**config.mk**
```make
export PLATFORM = sky130hd
export DESIGN_NAME = rgb_fade_sequencer
export DESIGN_NICKNAME = d
export VERILOG_FILES = /design/src/rtl/rgb_fade_sequencer_pkg.sv /design/src/rtl/rgb_fade_sequencer_gamma_lut.sv /design/src/rtl/rgb_fade_sequencer.sv
export SDC_FILE = /design/constraint.sdc
export NUM_CORES = 1
export LEC_CHECK = 0
export CAP_MARGIN = 15
export CORE_UTILIZATION = 52
export DETAILED_ROUTE_END_ITERATION = 10
export GPL_ROUTABILITY_DRIVEN = 0
export PLACE_DENSITY = 0.73
export SYNTH_ARGS = -nofsm -noshare
export SYNTH_HDL_FRONTEND = slang
export SYNTH_HIERARCHICAL = 1
export SYNTH_SLANG_ARGS = --single-unit
```
**constraint.sdc**
```tcl
create_clock -name GCLK -period 4.2 [get_ports GCLK]
set_input_delay 0.42 -clock GCLK [delete_from_list [all_inputs] [get_ports GCLK]]
set_output_delay 0.42 -clock GCLK [all_outputs]
set_load 0.02 [all_outputs]
```
**src/rtl/rgb_fade_sequencer_pkg.sv**
```systemverilog
// Shared definitions for the RGB fade sequencer: state encoding, colour-word
// field offsets, default tick divider and the gamma-2.2 table builder used by
// the optional output stage (RGB_FADE_GAMMA_EN).
package rgb_fade_sequencer_pkg;

   typedef enum logic [1:0] {
      IDLE = 2'd0,
      FADE = 2'd1,
      HOLD = 2'd2
   } state_t;

   // Bit offsets of each channel inside the 24-bit colour word.
   localparam int RED_LSB   = 16;
   localparam int GREEN_LSB = 8;
   localparam int BLUE_LSB  = 0;

   // 1 ms fade tick at a 100 MHz GCLK.
   localparam logic [19:0] DEFAULT_TICK_DIV = 20'd100000;

   typedef logic [255:0][7:0] gamma_lut_t;

   // One fade step of a single channel toward its target. The sum and the
   // difference are formed in 9 bits so a large step clamps at the target
   // instead of wrapping around 0 or 255.
   function automatic logic [7:0] step_toward(input logic [7:0] cur,
                                              input logic [7:0] tgt,
                                              input logic [7:0] step);
      logic [8:0] up;
      logic [8:0] dn;
      logic [7:0] res;
      up  = {1'b0, cur} + {1'b0, step};
      dn  = {1'b0, cur} - {1'b0, step};
      res = cur;
      if (cur < tgt) begin
         res = (up > {1'b0, tgt}) ? tgt : up[7:0];
      end else if (cur > tgt) begin
         res = (dn[8] || (dn < {1'b0, tgt})) ? tgt : dn[7:0];
      end
      return res;
   endfunction

   // round(255 * (x/255)^2.2) using integer arithmetic only.
   // y is the largest value with y - 0.5 <= exact result, which rearranges to
   // (2y-1)^5 * 255^6 <= 32 * x^11; a binary search over y finds it.
   function automatic logic [7:0] gamma22(input logic [7:0] x);
      logic [127:0] x11;
      logic [127:0] k6;
      logic [127:0] odd;
      logic [127:0] odd5;
      logic [7:0]   y;
      logic [7:0]   cand;
      x11 = 128'd32;
      for (int i = 0; i < 11; i++) x11 = x11 * 128'(x);
      k6 = 128'd1;
      for (int i = 0; i < 6; i++) k6 = k6 * 128'd255;
      y = 8'd0;
      for (int b = 7; b >= 0; b--) begin
         cand = y | (8'd1 << b);
         odd  = (128'(cand) << 1) - 128'd1;
         odd5 = odd * odd * odd * odd * odd * k6;
         if (odd5 <= x11) y = cand;
      end
      return y;
   endfunction

   function automatic gamma_lut_t build_gamma_lut();
      gamma_lut_t t;
      for (int i = 0; i < 256; i++) t[i] = gamma22(8'(i));
      return t;
   endfunction

endpackage

```
**src/rtl/rgb_fade_sequencer_gamma_lut.sv**
```systemverilog
// rgb_gamma_lut: 8-to-8 registered gamma-2.2 ROM for one colour channel.
// Only instantiated when RGB_FADE_GAMMA_EN is defined.
module rgb_gamma_lut
   import rgb_fade_sequencer_pkg::*;
(
   input  logic       clk,
   input  logic       rst,
   input  logic [7:0] din,
   output logic [7:0] dout
);

   localparam gamma_lut_t LUT = build_gamma_lut();

   // Registered table lookup; adds one cycle of latency.
   // NOTE: the table itself is a constant and needs no reset; only the output
   // register is reset so the channel reads 0 right after reset.
   always_ff @(posedge clk) begin
      if (rst) dout <= '0;
      else     dout <= LUT[din];
   end

endmodule

```
**src/rtl/rgb_fade_sequencer.sv**
```systemverilog
// rgb_fade_sequencer: accepts a target colour + hold time, ramps the R/G/B
// intensities toward it one STEP per fade tick, holds, then pulses DONE_O.
// Optional macro RGB_FADE_GAMMA_EN inserts a registered gamma-2.2 ROM on the
// outputs (one extra cycle of latency, DONE_O delayed to match).
module rgb_fade_sequencer
   import rgb_fade_sequencer_pkg::*;
#(
   parameter logic [19:0] TICK_DIV = DEFAULT_TICK_DIV,
   parameter logic [7:0]  STEP     = 8'd1
)
(
   input  logic        GCLK,
   input  logic        RST,
   input  logic        CMD_VALID,
   output logic        CMD_READY,
   input  logic [23:0] CMD_RGB,
   input  logic [7:0]  CMD_HOLD,
   output logic [7:0]  RED_O,
   output logic [7:0]  GREEN_O,
   output logic [7:0]  BLUE_O,
   output logic        BUSY_O,
   output logic        DONE_O
);

   state_t      state;
   state_t      state_nxt;
   logic [7:0]  cur_r, cur_g, cur_b;
   logic [7:0]  tgt_r, tgt_g, tgt_b;
   logic [7:0]  hold_len;
   logic [7:0]  hold_cnt;
   logic [19:0] tick_cnt;
   logic        tick;
   logic        at_target;
   logic        done_q;

   assign tick      = (state != IDLE) && (tick_cnt == TICK_DIV - 20'd1);
   assign at_target = (cur_r == tgt_r) && (cur_g == tgt_g) && (cur_b == tgt_b);

   // State register.
   // NOTE: all clocked state uses non-blocking assignments so every register
   // samples the values from before the edge, independent of block order.
   always_ff @(posedge GCLK) begin
      if (RST) state <= IDLE;
      else     state <= state_nxt;
   end

   // Next-state logic; target equality is checked every cycle, not only on tick.
   // NOTE: the default assignment first keeps this block free of latches.
   always_comb begin
      state_nxt = state;
      case (state)
         IDLE: if (CMD_VALID)           state_nxt = FADE;
         FADE: if (at_target)           state_nxt = (hold_len == 8'd0) ? IDLE : HOLD;
         HOLD: if (hold_cnt == 8'd0)    state_nxt = IDLE;
         default:                       state_nxt = IDLE;
      endcase
   end

   // Handshake and status outputs decoded from the state.
   always_comb begin
      CMD_READY = (state == IDLE);
      BUSY_O    = (state == FADE) || (state == HOLD);
   end

   // Datapath: command latch, tick counter, colour ramp and hold countdown.
   always_ff @(posedge GCLK) begin
      if (RST) begin
         cur_r    <= '0;
         cur_g    <= '0;
         cur_b    <= '0;
         tgt_r    <= '0;
         tgt_g    <= '0;
         tgt_b    <= '0;
         hold_len <= '0;
         hold_cnt <= '0;
         tick_cnt <= '0;
      end else begin
         case (state)
            IDLE: begin
               if (CMD_VALID) begin
                  tgt_r    <= CMD_RGB[RED_LSB   +: 8];
                  tgt_g    <= CMD_RGB[GREEN_LSB +: 8];
                  tgt_b    <= CMD_RGB[BLUE_LSB  +: 8];
                  hold_len <= CMD_HOLD;
                  tick_cnt <= '0;
               end
            end
            FADE: begin
               if (at_target) begin
                  hold_cnt <= hold_len;
                  tick_cnt <= '0;
               end else begin
                  tick_cnt <= tick ? 20'd0 : tick_cnt + 20'd1;
                  if (tick) begin
                     cur_r <= step_toward(cur_r, tgt_r, STEP);
                     cur_g <= step_toward(cur_g, tgt_g, STEP);
                     cur_b <= step_toward(cur_b, tgt_b, STEP);
                  end
               end
            end
            HOLD: begin
               tick_cnt <= tick ? 20'd0 : tick_cnt + 20'd1;
               if (tick && (hold_cnt != 8'd0)) hold_cnt <= hold_cnt - 8'd1;
            end
            default: tick_cnt <= '0;
         endcase
      end
   end

   // Completion pulse: set for the first IDLE cycle after FADE/HOLD.
   always_ff @(posedge GCLK) begin
      if (RST) done_q <= 1'b0;
      else     done_q <= (state != IDLE) && (state_nxt == IDLE);
   end

`ifdef RGB_FADE_GAMMA_EN
   logic done_d;

   rgb_gamma_lut u_lut_r (.clk(GCLK), .rst(RST), .din(cur_r), .dout(RED_O));
   rgb_gamma_lut u_lut_g (.clk(GCLK), .rst(RST), .din(cur_g), .dout(GREEN_O));
   rgb_gamma_lut u_lut_b (.clk(GCLK), .rst(RST), .din(cur_b), .dout(BLUE_O));

   // Delay DONE_O by the ROM latency so it lines up with the final colour.
   always_ff @(posedge GCLK) begin
      if (RST) done_d <= 1'b0;
      else     done_d <= done_q;
   end

   assign DONE_O = done_d;
`else
   assign RED_O   = cur_r;
   assign GREEN_O = cur_g;
   assign BLUE_O  = cur_b;
   assign DONE_O  = done_q;
`endif

endmodule

```
==> results, run 1 <==
- The y dimension of the die is 117 µm.
- Before CTS, the worst setup slack after placement is 0.795 ns.
- The maximum clock path buffer count is 2.
- In this run, synthesis inferred 0 flip-flops with an integrated enable.
- In this run the core area contains 41 standard-cell rows.
- The die area is 13600 µm².
- Of the total synthesized cell area, the portion taken by XOR and XNOR cells is 0.0410.
- The via count of the first global-routing pass was 5879.
- The initial detailed-routing violation count is 429.
- The CTS buffer count is 9.
- The flow ran to the end, and the final reports show no timing, DRC or antenna violations.
- For this run, the leading register cell type out of synthesis is dfxtp_1.
- The smallest clock period supported by the final layout is computed as 3.43 ns.
- The level count of the clock H-tree is 3.
- The kind of end point of the critical path is a flop.
- In this run, synthesis produced a sequential element count of 87.
- The average cell area after synthesis is 7.68 µm².
- The vias per cell is 5.97.
- The number of warning messages in the yosys log is 6.
- After legalization and detailed placement, the total HPWL measured 12900 µm.
- Of the cells placed in the final design, the portion with a size suffix greater than 1 is 0.0538.
- At the pin with the least slew margin, the transition time is 1.02 ns.
- The total setup buffers inserted after CTS is 0.
- The aggregate global routing overflow is 0.
- The clock transition at the registers of the reported paths is 0.06 ns.
- The first-pass GRT wire length is 28800 µm.
- The CTS tree is built.
- Across the run, the number of max-cap violations was 0.
- The number of clock sinks is 87.
- Measured along the x axis, the die boundary spans 117 µm.
- The number of nets in the synthesized netlist is 1008.
- In this run the static leakage power is 2.91 nW.
- At the worst endpoint, the required time is 4.39 ns.
- In this run the power density over the cells is 268 nW/µm².
- The area fraction in compound gates after synthesis is 0.231.
- For the worst-skew pair, the clock arrives at the later sink with an insertion delay of 0.35 ns.
- The initial antenna violation count is 0.
- The clock tree root driver cell is clkbuf_16.
- The instance count after placement with tap cells included is 1085.
- Entering global routing, the biggest net connects 53 pins.
- The total iterations of the first detailed-routing run is 5.
- STA classifies the critical path startpoint as a flop.
- Pin placement for this block handled 62 I/O pins.
- Of the synthesized area, sequential elements account for 0.255.
- Setup repair after global routing left no endpoint under its margin.
- The area growth from synthesis to layout is 14.2%.
- Of the total synthesized cell area, the portion taken by AND, OR, NAND and NOR gates is 0.238.
- The hold violation count in the final report is 0.
- The maximum resistive drop on vdd is 217 µV.
- The total number of vias is 6569.
- The final net count is 1041.
- The sum of routed wire length over all layers is 17500 µm.
- The sum of negative setup slack is 0 ns.
- The critical path start-end classification is reg2reg.
- The count of unresolved DRC violations after routing is 0.
- The worst min-delay path category is reg2reg.
- The share of the core filled with cells is 0.614.
- The average wire per standard cell is 15.9 µm.
- The cell area after synthesis is 6840 µm².
- The number of distinct library cells after synthesis is 68.
- For this run, the total global-route usage over all layers was measured as 0.267.
- The count of hold buffers inserted by post-cts repair is 0.
- The combinational family with the most area after synthesis is simple AND/OR/NAND/NOR gates.
- The number of port buffers is 61.
- The final setup slack of the worst path is 0.765 ns.
- The initial cell density of the core is 0.538.
- Derived from the worst setup path, the maximum achievable clock frequency is 0.291 GHz.
- The number of setup violations in the final report is 0.
- In the finished design, the share of the clock period the worst path needs comes to 0.818.
- The count of final max-slew check failures is 0.
- The count of nets left with antenna violations once routing finished came out at 0.
- The cell count after synthesis came out at 891.
- The share of flip-flops with an asynchronous set or reset is 0.
- The max-slew headroom at the worst pin is 0.322.
- The share of cell area taken by muxes after synthesis is 0.0347.
- The number of antenna repair diodes is 0.
- The total core area is 12700 µm².
- The fraction of the mapped netlist area in adder cells is 0.150.
- Of all nets on the critical path, the largest fanout is 10.
- The number of gates resized after CTS is 0.
- The worst clock skew is 0.0109 ns.
- For the worst setup path, the data arrival time is 3.62 ns.
- Excluding fillers, the count of instances in the completed layout stands at 1101.
## kinds of logic after synthesis
| logic type | after synthesis |
|---|---|
| AO/OA/AOI/OAI | 246 |
| XOR/XNOR | 32 |
| adder cells (fa/ha/maj) | 82 |
| buffers and inverters | 87 |
| flip-flops | 87 |
| multiplexers | 23 |
| AND/OR/NAND/NOR | 334 |
## final timing paths
path	startpoint	end	slack, ns	cells past startpoint
setup reg to reg	GREEN_O[0]$_SDFFE_PP0P_	GREEN_O[6]$_SDFFE_PP0P_	0.77	12
hold / removal	tgt_g[4]$_SDFFE_PP0P_	tgt_g[4]$_SDFFE_PP0P_	0.46	2
setup / recovery	GREEN_O[0]$_SDFFE_PP0P_	GREEN_O[6]$_SDFFE_PP0P_	0.77	12
hold reg to reg	tgt_g[4]$_SDFFE_PP0P_	tgt_g[4]$_SDFFE_PP0P_	0.46	2
## layer usage
| layer | wire [µm] | global-route usage | vias to the layer above |
|---|---|---|---|
| li1 | - | - | 3301 |
| met2 | 7860 | 0.418 | 145 |
| met4 | 223 | 0.0819 | 0 |
| met1 | 8580 | 0.383 | 3100 |
| met3 | 831 | 0.0317 | 23 |
| met5 | 0 | 0 | - |
## synthesized netlist by cell type (7+ instances only)
| cell | count | share of area |
|---|---|---|
| a311oi_1 | 10 | 0.013 |
| a31oi_1 | 14 | 0.013 |
| mux2i_1 | 17 | 0.025 |
| ha_1 | 82 | 0.15 |
| nand2_1 | 130 | 0.071 |
| nor2b_1 | 7 | 0.0064 |
| o21ai_0 | 35 | 0.026 |
| a2bb2oi_1 | 7 | 0.0090 |
| nor2_1 | 65 | 0.036 |
| nand2b_1 | 17 | 0.016 |
| inv_1 | 41 | 0.022 |
| a21oi_1 | 97 | 0.071 |
| xnor2_1 | 12 | 0.015 |
| nor4_1 | 10 | 0.0091 |
| nand3_1 | 25 | 0.018 |
| nand4_1 | 10 | 0.0091 |
| nor3_1 | 27 | 0.020 |
| o211ai_1 | 13 | 0.014 |
| xor2_1 | 20 | 0.026 |
| a211oi_1 | 11 | 0.012 |
| dfxtp_1 | 87 | 0.25 |
| buf_2 | 9 | 0.0066 |
| clkbuf_1 | 35 | 0.019 |
## final cells by class
| cell class | instances | area [µm²] |
|---|---|---|
| clock inverters | 4 | 28.8 |
| well taps | 172 | 215 |
| repair buffers | 68 | 658 |
| flip-flops and latches | 87 | 1740 |
| multi-input cells | 717 | 4760 |
| fillers | 1245 | 4910 |
| clock buffers | 12 | 256 |
| inverters | 41 | 154 |
## registers in the layout, indices dropped and copies added (netlist names)
| register | cells |
|---|---|
| tgt_g | 8 |
| tgt_b | 8 |
| BLUE_O | 8 |
| hold_len | 8 |
| RED_O | 8 |
| GREEN_O | 8 |
| DONE_O | 1 |
| state | 2 |
| hold_cnt | 8 |
| tick_cnt | 20 |
| tgt_r | 8 |
## cells in the final DEF (no fill, tap or decap), types with 5 or more instances in the layout
master / netlist / final
nor4_1: 10 / 10
buf_4: 1 / 7
a2bb2oi_1: 7 / 7
nor2b_1: 7 / 7
a311oi_1: 10 / 10
and2_1: 5 / 5
nand4_1: 10 / 10
a211o_1: 6 / 6
nor2_1: 65 / 65
a211oi_1: 11 / 11
o211a_1: 5 / 5
xor2_1: 20 / 20
nand2_1: 130 / 130
nand3_1: 25 / 25
a21oi_1: 97 / 97
o21ai_0: 35 / 35
mux2_2: 6 / 6
clkbuf_16: 0 / 9
o211ai_1: 13 / 13
ha_1: 82 / 82
mux2i_1: 17 / 17
inv_1: 41 / 41
dfxtp_1: 87 / 87
clkdlybuf4s50_1: 0 / 60
a41oi_1: 5 / 5
nor3_1: 27 / 27
a31oi_1: 14 / 14
xnor2_1: 12 / 12
or3_1: 5 / 5
nand2b_1: 17 / 17
o21bai_1: 6 / 6
## through the flow
step | total power [W] | instance area (µm²) | hold slack [ns]
floorplan | 0.00120 | 6840 | 0.436
global placement | 0.00132 | 7530 | 0.445
detailed placement | 0.00133 | 7530 | 0.450
CTS | 0.00210 | 7810 | 0.459
global route | 0.00219 | 7810 | 0.480
finish | 0.00209 | 7810 | 0.459
## critical path, stage by stage, from the launching register on
cell and delay [ns]:
dfxtp_1 0.50, ha_1 0.24, nand3_1 0.13, nor2_1 0.19, xor2_1 0.20, ha_1 0.29, a211oi_1 0.20, o221ai_1 0.14
o21ai_1 0.37, and2_1 0.34, mux2_2 0.37, a211oi_1 0.23, nor3_1 0.06
## where the power goes
| part | internal, W | leakage [nW] | switching [W] |
|---|---|---|---|
| clock | 0.000435 | 0.135 | 0.000344 |
| sequential | 0.000850 | 0.706 | 0.0000241 |
| combinational | 0.000176 | 2.07 | 0.000266 |
| total | 0.00146 | 2.91 | 0.000634 |
No activity file was read; power rests on OpenSTA's default activity.
==> run 2: changes to the inputs <==
==> constraint.sdc (replaced) <==
create_clock -name GCLK -period 3.25 [get_ports GCLK]
set_input_delay 0.325 -clock GCLK [delete_from_list [all_inputs] [get_ports GCLK]]
set_output_delay 0.325 -clock GCLK [all_outputs]
set_load 0.02 [all_outputs]
==> run 2 against run 1 <==
Effect of this change: first-iteration DRC count rose by 22%; register-to-register slack got worse by 0.53 ns; critical path depth did not move; sequential power rose by 29%; design area rose by 2.2%; combinational power rose by 35%; sequential share of layout area fell by 0.42 points; final cell count rose by 1.6%; via count rose by 0.12%.
==> results, run 2 (synthesis gave the netlist of run 1 again) <==
- The run finished with clean final reports.
- The count of final max-slew check failures is 0 (unchanged).
- The worst clock skew is 0.00592 ns (-0.00501 ns).
- The post-detailed-route count of antenna-violating nets is 0 (unchanged).
- The first-pass GRT wire length was 29300 µm (+2.0%).
- The number of I/O pins is 62 (unchanged).
- The actual transition at the worst max-transition pin was 0.733 ns (-0.283 ns).
- The number of setup violations in the final report is 0 (unchanged).
- The final net count is 1059 (+1.7%).
- The die area is 13600 µm² (unchanged).
- The setup slack on the worst flop-to-flop path is 0.24 ns (-0.53 ns).
- The sum of routed wire length over all layers came to 17700 µm (+1.3%).
- The largest fanout on the critical path was 7 (-3).
- The CTS tree is built.
- The maximum resistive drop on vdd is 262 µV (+21%).
- The count of hold buffers inserted by post-cts repair came to 0 (unchanged).
- The top register by number of flip-flops is tick_cnt.
- The number of clock sinks was 87 (unchanged).
- The critical path start-end classification is reg2reg.
- The vias per cell was 5.88 (-1.5%).
- The level count of the clock H-tree was 3 (unchanged).
- The site row count is 41 (unchanged).
- The half-perimeter wire length after placement came to 13100 µm (+1.8%).
- Setup repair after global routing left no endpoint under its margin.
- The count of filler cells inserted in the layout is 1188 (-4.6%).
- The via count of the first global-routing pass was 5935 (+0.95%).
- The total number of vias was 6577 (+0.12%).
- The power density relative to cell area came to 348 nW/µm² (+30%).
- The arrival time of the worst setup path is 3.29 ns (-0.33 ns).
- The number of antenna repair diodes is 0 (unchanged).
- The most common cell after layout, fill and taps aside is nand2_1.
- The initial cell density of the core is 0.538 (unchanged).
- STA classifies the critical path endpoint as a flop.
- The clock tree root driver cell is clkbuf_16.
- The total setup buffers inserted after CTS is 0 (unchanged).
- The highest attainable clock frequency is 0.332 GHz (+14%).
- The horizontal extent of the die is 117 µm (unchanged).
- The total core area is 12700 µm² (unchanged).
- The sum of internal, switching and leakage power came to 0.00278 W (+32%).
- The count of unresolved DRC violations after routing came to 0 (unchanged).
- The number of port buffers is 61 (unchanged).
- The number of flip-flops in the largest register is 20 (unchanged).
- Leaving out fill and tap cells, the most frequent cells in the layout are 130 x nand2_1, 97 x a21oi_1, 84 x dfxtp_1.
- The aggregate global routing overflow is 0 (unchanged).
- The maximum clock path buffer count was 2 (unchanged).
- The sum of negative setup slack is 0 ns (unchanged).
- The clock transition at the registers of the reported paths was 0.06 ns (about the same).
- The period utilization is 0.927 (+0.109).
- The y dimension of the die was 117 µm (unchanged).
- The initial detailed-routing violation count is 522 (+22%).
- The max-slew headroom at the worst pin is 0.507 (+0.184).
- The average wire per standard cell came to 15.8 µm (-0.33%).
- The worst endpoint required time is 3.53 ns (-0.86 ns).
- The shortest period the worst path allows is 3.01 ns (-0.421 ns).
- The initial antenna violation count is 0 (unchanged).
- The hold violation count in the final report is 0 (unchanged).
- The global routing usage summed across all routing layers is 0.274 (+0.00682).
- The CTS buffer count is 9 (unchanged).
- The number of gates resized after CTS was 0 (unchanged).
- The total iterations of the first detailed-routing run is 6 (+1).
- The area growth from synthesis to layout is 16.6%.
- The number of max-cap violations is 0 (unchanged).
- The share of post-route cells with drive strength above 1 is 0.0781 (+0.0243).
- The path class of the tightest hold or removal check is in2reg.
- The pin count of the biggest net entering global routing is 68 (+28%).
- The kind of start point of the critical path is a flop.
- The clock insertion delay at the later pin of the skew report was 0.35 ns (about the same).
- The leakage dissipation is 3.02 nW (+3.9%).
-- run 2: cell count changes in the layout (fill, tap and decap cells not counted), moves of 2 or more --
cell / delta
clkinvlp_4: -2
nor2_1: -2
dfxtp_2: +3
buf_4: +17
clkinv_2: +2
dfxtp_1: -3
nor2_2: +2
-- run 2: cell type report --
class                      instances  area (µm²)  area share
tap                              172         215      0.0270
timing repair buffer              86         806       0.101
sequential                        87        1750       0.219
multi-input combinational        717        4770       0.598
clock buffer                      12         246      0.0309
inverter                          41         154      0.0193
clock inverter                     4        45.0     0.00564
-- run 2: final timing paths --
check                               from                        end  cells past startpoint
setup / recovery  BLUE_O[1]$_SDFFE_PP0P_     BLUE_O[0]$_SDFFE_PP0P_                     12
hold / removal                       RST  tick_cnt[10]$_SDFFE_PP0P_                      2
setup reg to reg  BLUE_O[1]$_SDFFE_PP0P_     BLUE_O[0]$_SDFFE_PP0P_                     12
hold reg to reg    tgt_g[2]$_SDFFE_PP0P_      tgt_g[2]$_SDFFE_PP0P_                      2
-- run 2: stage by stage --
step | std cells | hold slack (ns) | area [µm²] | util | setup slack (ns)
after floorplan | 891 | 0.436 | 6840 | - | 0.0648
after global placement | 1103 | 0.446 | 7670 | 0.603 | 0.257
after global routing | 1119 | 0.452 | 7980 | 0.627 | 0.0245
final | 1119 | 0.412 | 7980 | 0.627 | 0.236
after CTS | 1119 | 0.409 | 7970 | 0.626 | 0.111
after detailed placement | 1103 | 0.451 | 7670 | 0.603 | 0.212
-- run 2: metal layers --
metal / track usage / share of wire / wire length (µm)
met1: 0.394 / 0.49 / 8670
met2: 0.423 / 0.44 / 7860
met3: 0.0400 / 0.055 / 970
met4: 0.0802 / 0.013 / 224
met5: 0 / 0 / 0
-- run 2: power breakdown --
part	switching, W	total [W]	internal [W]
clock network	0.000434	0.00105	0.000613
registers	0.0000322	0.00113	0.00110
logic	0.000346	0.000597	0.000251
total	0.000812	0.00278	0.00196
-- run 2: worst max-delay path, stage by stage, from the launching register on --
cell and delay (ns):
dfxtp_1 0.46, ha_1 0.24, nand3_1 0.16, nor2_1 0.19, xor2_1 0.24, ha_1 0.30, a211oi_1 0.21, o21ai_0 0.11
o21ai_1 0.21, and2_1 0.16, mux2i_1 0.09, or4_1 0.41, a31oi_1 0.16
==> run 3: changes to the inputs <==
--- a/config.mk
+++ b/config.mk
@@ -5,11 +5,11 @@
 export SDC_FILE = /design/constraint.sdc
 export NUM_CORES = 1
 export LEC_CHECK = 0
-export CAP_MARGIN = 15
+export CAP_MARGIN = 20
 export CORE_UTILIZATION = 52
 export DETAILED_ROUTE_END_ITERATION = 10
 export GPL_ROUTABILITY_DRIVEN = 0
-export PLACE_DENSITY = 0.73
+export PLACE_DENSITY_LB_ADDON = 0.3
 export SYNTH_ARGS = -nofsm -noshare
 export SYNTH_HDL_FRONTEND = slang
 export SYNTH_HIERARCHICAL = 1
==> constraint.sdc (replaced) <==
create_clock -name GCLK -period 3.6 [get_ports GCLK]
set_input_delay 0.36 -clock GCLK [delete_from_list [all_inputs] [get_ports GCLK]]
set_output_delay 0.36 -clock GCLK [all_outputs]
set_load 0.02 [all_outputs]
==> run 3 against run 2 <==
Effect of this change: clock-buffer cell count is 2 lower; utilization fell by 0.62 points; final cell count down 0.98%; first-iteration DRC count shrank 1.7%; non-clock buffer count fell by 11; highest routed layer unchanged; setup slack gained 0.042 ns; die area unchanged; critical path depth did not move; combinational power is 11% lower; sequential power is 9.7% lower; largest cell class unchanged; clock power decreased by 8%; register-to-register slack better by 0.04 ns.
==> results, run 3 (synthesis gave the netlist of run 1 again) <==
- Setup repair after global routing left no endpoint under its margin.
- The total cell area at the placement stage came to 7600 µm² (-0.93%).
- The number of flip-flops in the largest register is 20 (unchanged).
- STA classifies the critical path startpoint as a flop.
- The horizontal extent of the die is 117 µm (unchanged).
- The arrival time of the worst setup path is 3.52 ns (+0.23 ns).
- In the layout the commonest cells are 130 x nand2_1, 97 x a21oi_1, 87 x dfxtp_1.
- The run finished with clean final reports.
- The global routing usage summed across all routing layers came to 0.275 (+0.000834).
- The first-pass GRT wire length was 29700 µm (+1.2%).
- The total iterations of the first detailed-routing run is 5 (-1).
- The initial antenna violation count is 0 (unchanged).
- The highest attainable clock frequency is 0.301 GHz (-9.3%).
- The via count of the first global-routing pass is 6119 (+3.1%).
- The die area came to 13600 µm² (unchanged).
- The y dimension of the die is 117 µm (unchanged).
- The pin count of the biggest net entering global routing is 86 (+26%).
- The level count of the clock H-tree is 3 (unchanged).
- The tree is rooted in a clkbuf_16.
- The half-perimeter wire length after placement is 13100 µm (-0.60%).
- The clock insertion delay at the later pin of the skew report was 0.35 ns (about the same).
- The initial detailed-routing violation count is 513 (-1.7%).
- The number of max-cap violations was 0 (unchanged).
- The hold violation count in the final report came to 0 (unchanged).
- The number of setup violations in the final report is 0 (unchanged).
- The post-detailed-route count of antenna-violating nets is 0 (unchanged).
- TritonCTS built the clock tree.
- The critical path in this run is classified as reg2reg.
- The area growth from synthesis to layout is 15.5%.
- The aggregate global routing overflow is 0 (unchanged).
- The sum of negative setup slack is 0 ns (unchanged).
- The critical path goes through ha_1 -> nand3_1 -> nor2_1 -> xor2_1 -> ha_1 -> a211oi_1 -> o21ai_0 -> o21ai_0 -> nand2_1 -> a221o_1 -> o211ai_1 -> a21oi_1.
- The share of post-route cells with drive strength above 1 is 0.0620 (-0.0162).
- The worst clock skew is 0.0104 ns (+0.00452 ns).
- The number of port buffers is 61 (unchanged).
- The period utilization is 0.923 (-0.00473).
- The worst hold-check slack is 0.455 ns (+0.0435 ns).
- The most common cell after layout, fill and taps aside is nand2_1.
- The shortest period the worst path allows was 3.32 ns (+0.308 ns).
- The final net count is 1048 (-1.0%).
- The site row count is 41 (unchanged).
- The worst min-delay path category is in2reg.
- The number of clock sinks is 87 (unchanged).
- The sum of routed wire length over all layers is 17800 µm (+0.30%).
- The leakage dissipation came to 2.96 nW (-2.1%).
- The CTS buffer count is 9 (unchanged).
- The total number of vias came to 6637 (+0.91%).
- The final instance area is 7900 µm² (-0.99%).
- The delay of the slowest cell on the worst path came to 0.46 ns (about the same).
- The average wire per standard cell is 16.0 µm (+1.3%).
- tick_cnt holds more flip-flops than any other register.
- The number of I/O pins is 62 (unchanged).
- The maximum clock path buffer count is 2 (unchanged).
- The initial cell density of the core was 0.538 (unchanged).
- The largest fanout on the critical path is 13 (+6).
- The count of final max-slew check failures is 0 (unchanged).
- The count of unresolved DRC violations after routing is 0 (unchanged).
- The slowest cell on the critical path is dfxtp_1.
- The worst setup path is captured at a flop.
- The actual transition at the worst max-transition pin came to 0.877 ns (+0.144 ns).
- The total setup buffers inserted after CTS is 0 (unchanged).
- The power density relative to cell area is 319 nW/µm² (-8.3%).
- The number of antenna repair diodes is 0 (unchanged).
- The setup slack on the worst flop-to-flop path was 0.28 ns (+0.04 ns).
- The worst endpoint required time is 3.80 ns (+0.27 ns).
- The total core area is 12700 µm² (unchanged).
- The max-slew headroom at the worst pin was 0.415 (-0.0913).
- The maximum resistive drop on vdd was 169 µV (-35%).
- The vias per cell came to 5.99 (+1.9%).
- The clock transition at the registers of the reported paths is 0.07 ns (about the same).
run 3: report_power, final:
part           internal [W]  switching [W]  leakage [nW]
clock              0.000542       0.000423         0.139
sequential         0.000992      0.0000285         0.706
combinational      0.000217       0.000317          2.11
total               0.00175       0.000769          2.96
run 3: area by class of cell:
| type | count | area [µm²] |
|---|---|---|
| Fill cell | 1168 | 4820 |
| Multi-Input combinational cell | 717 | 4760 |
| Sequential cell | 87 | 1740 |
| Timing Repair Buffer | 75 | 734 |
| Clock buffer | 10 | 229 |
| Tap cell | 172 | 215 |
| Inverter | 41 | 154 |
| Clock inverter | 6 | 67.6 |
run 3: final timing paths:
kind / startpoint / to / cells after the start
max: BLUE_O[1]$_SDFFE_PP0P_ / BLUE_O[6]$_SDFFE_PP0P_ / 12
min: RST / RED_O[0]$_SDFFE_PP0P_ / 4
max reg2reg: BLUE_O[1]$_SDFFE_PP0P_ / BLUE_O[6]$_SDFFE_PP0P_ / 12
min reg2reg: tgt_g[4]$_SDFFE_PP0P_ / tgt_g[4]$_SDFFE_PP0P_ / 2
run 3: worst max-delay path: cells and delay by family (launching register included):
| kind | cells | cell delay, ns |
|---|---|---|
| AOI/OAI and AO/OA | 6 | 1.21 |
| xor gates and xnor gates | 1 | 0.24 |
| adders and majority gates | 2 | 0.54 |
| DFF | 1 | 0.46 |
| and+or+nand+nor | 3 | 0.70 |
run 3: layer usage:
layer / vias up / share of wire / track usage
met1: 3094 / 0.48 / 0.391
met3: 20 / 0.054 / 0.0311
met2: 201 / 0.45 / 0.429
li1: 3322 / - / -
met4: 0 / 0.013 / 0.0979
met5: - / 0 / 0
run 3: what timing repair did:
action,in CTS,in global routing
endpoints found under the setup margin,0,1
hold buffers,0,0
resized for setup,0,1
run 3: metrics by stage:
step / util / std cells / power [W] / setup slack (ns)
6_report: 0.621 / 1108 / 0.00252 / 0.279
5_1_grt: 0.621 / 1108 / 0.00263 / 0.0256
4_1_cts: 0.621 / 1108 / 0.00252 / 0.352
3_5_place_dp: 0.598 / 1092 / 0.00157 / 0.368
3_3_place_gp: 0.595 / 1090 / 0.00155 / 0.398
2_1_floorplan: - / 891 / 0.00140 / 0.415
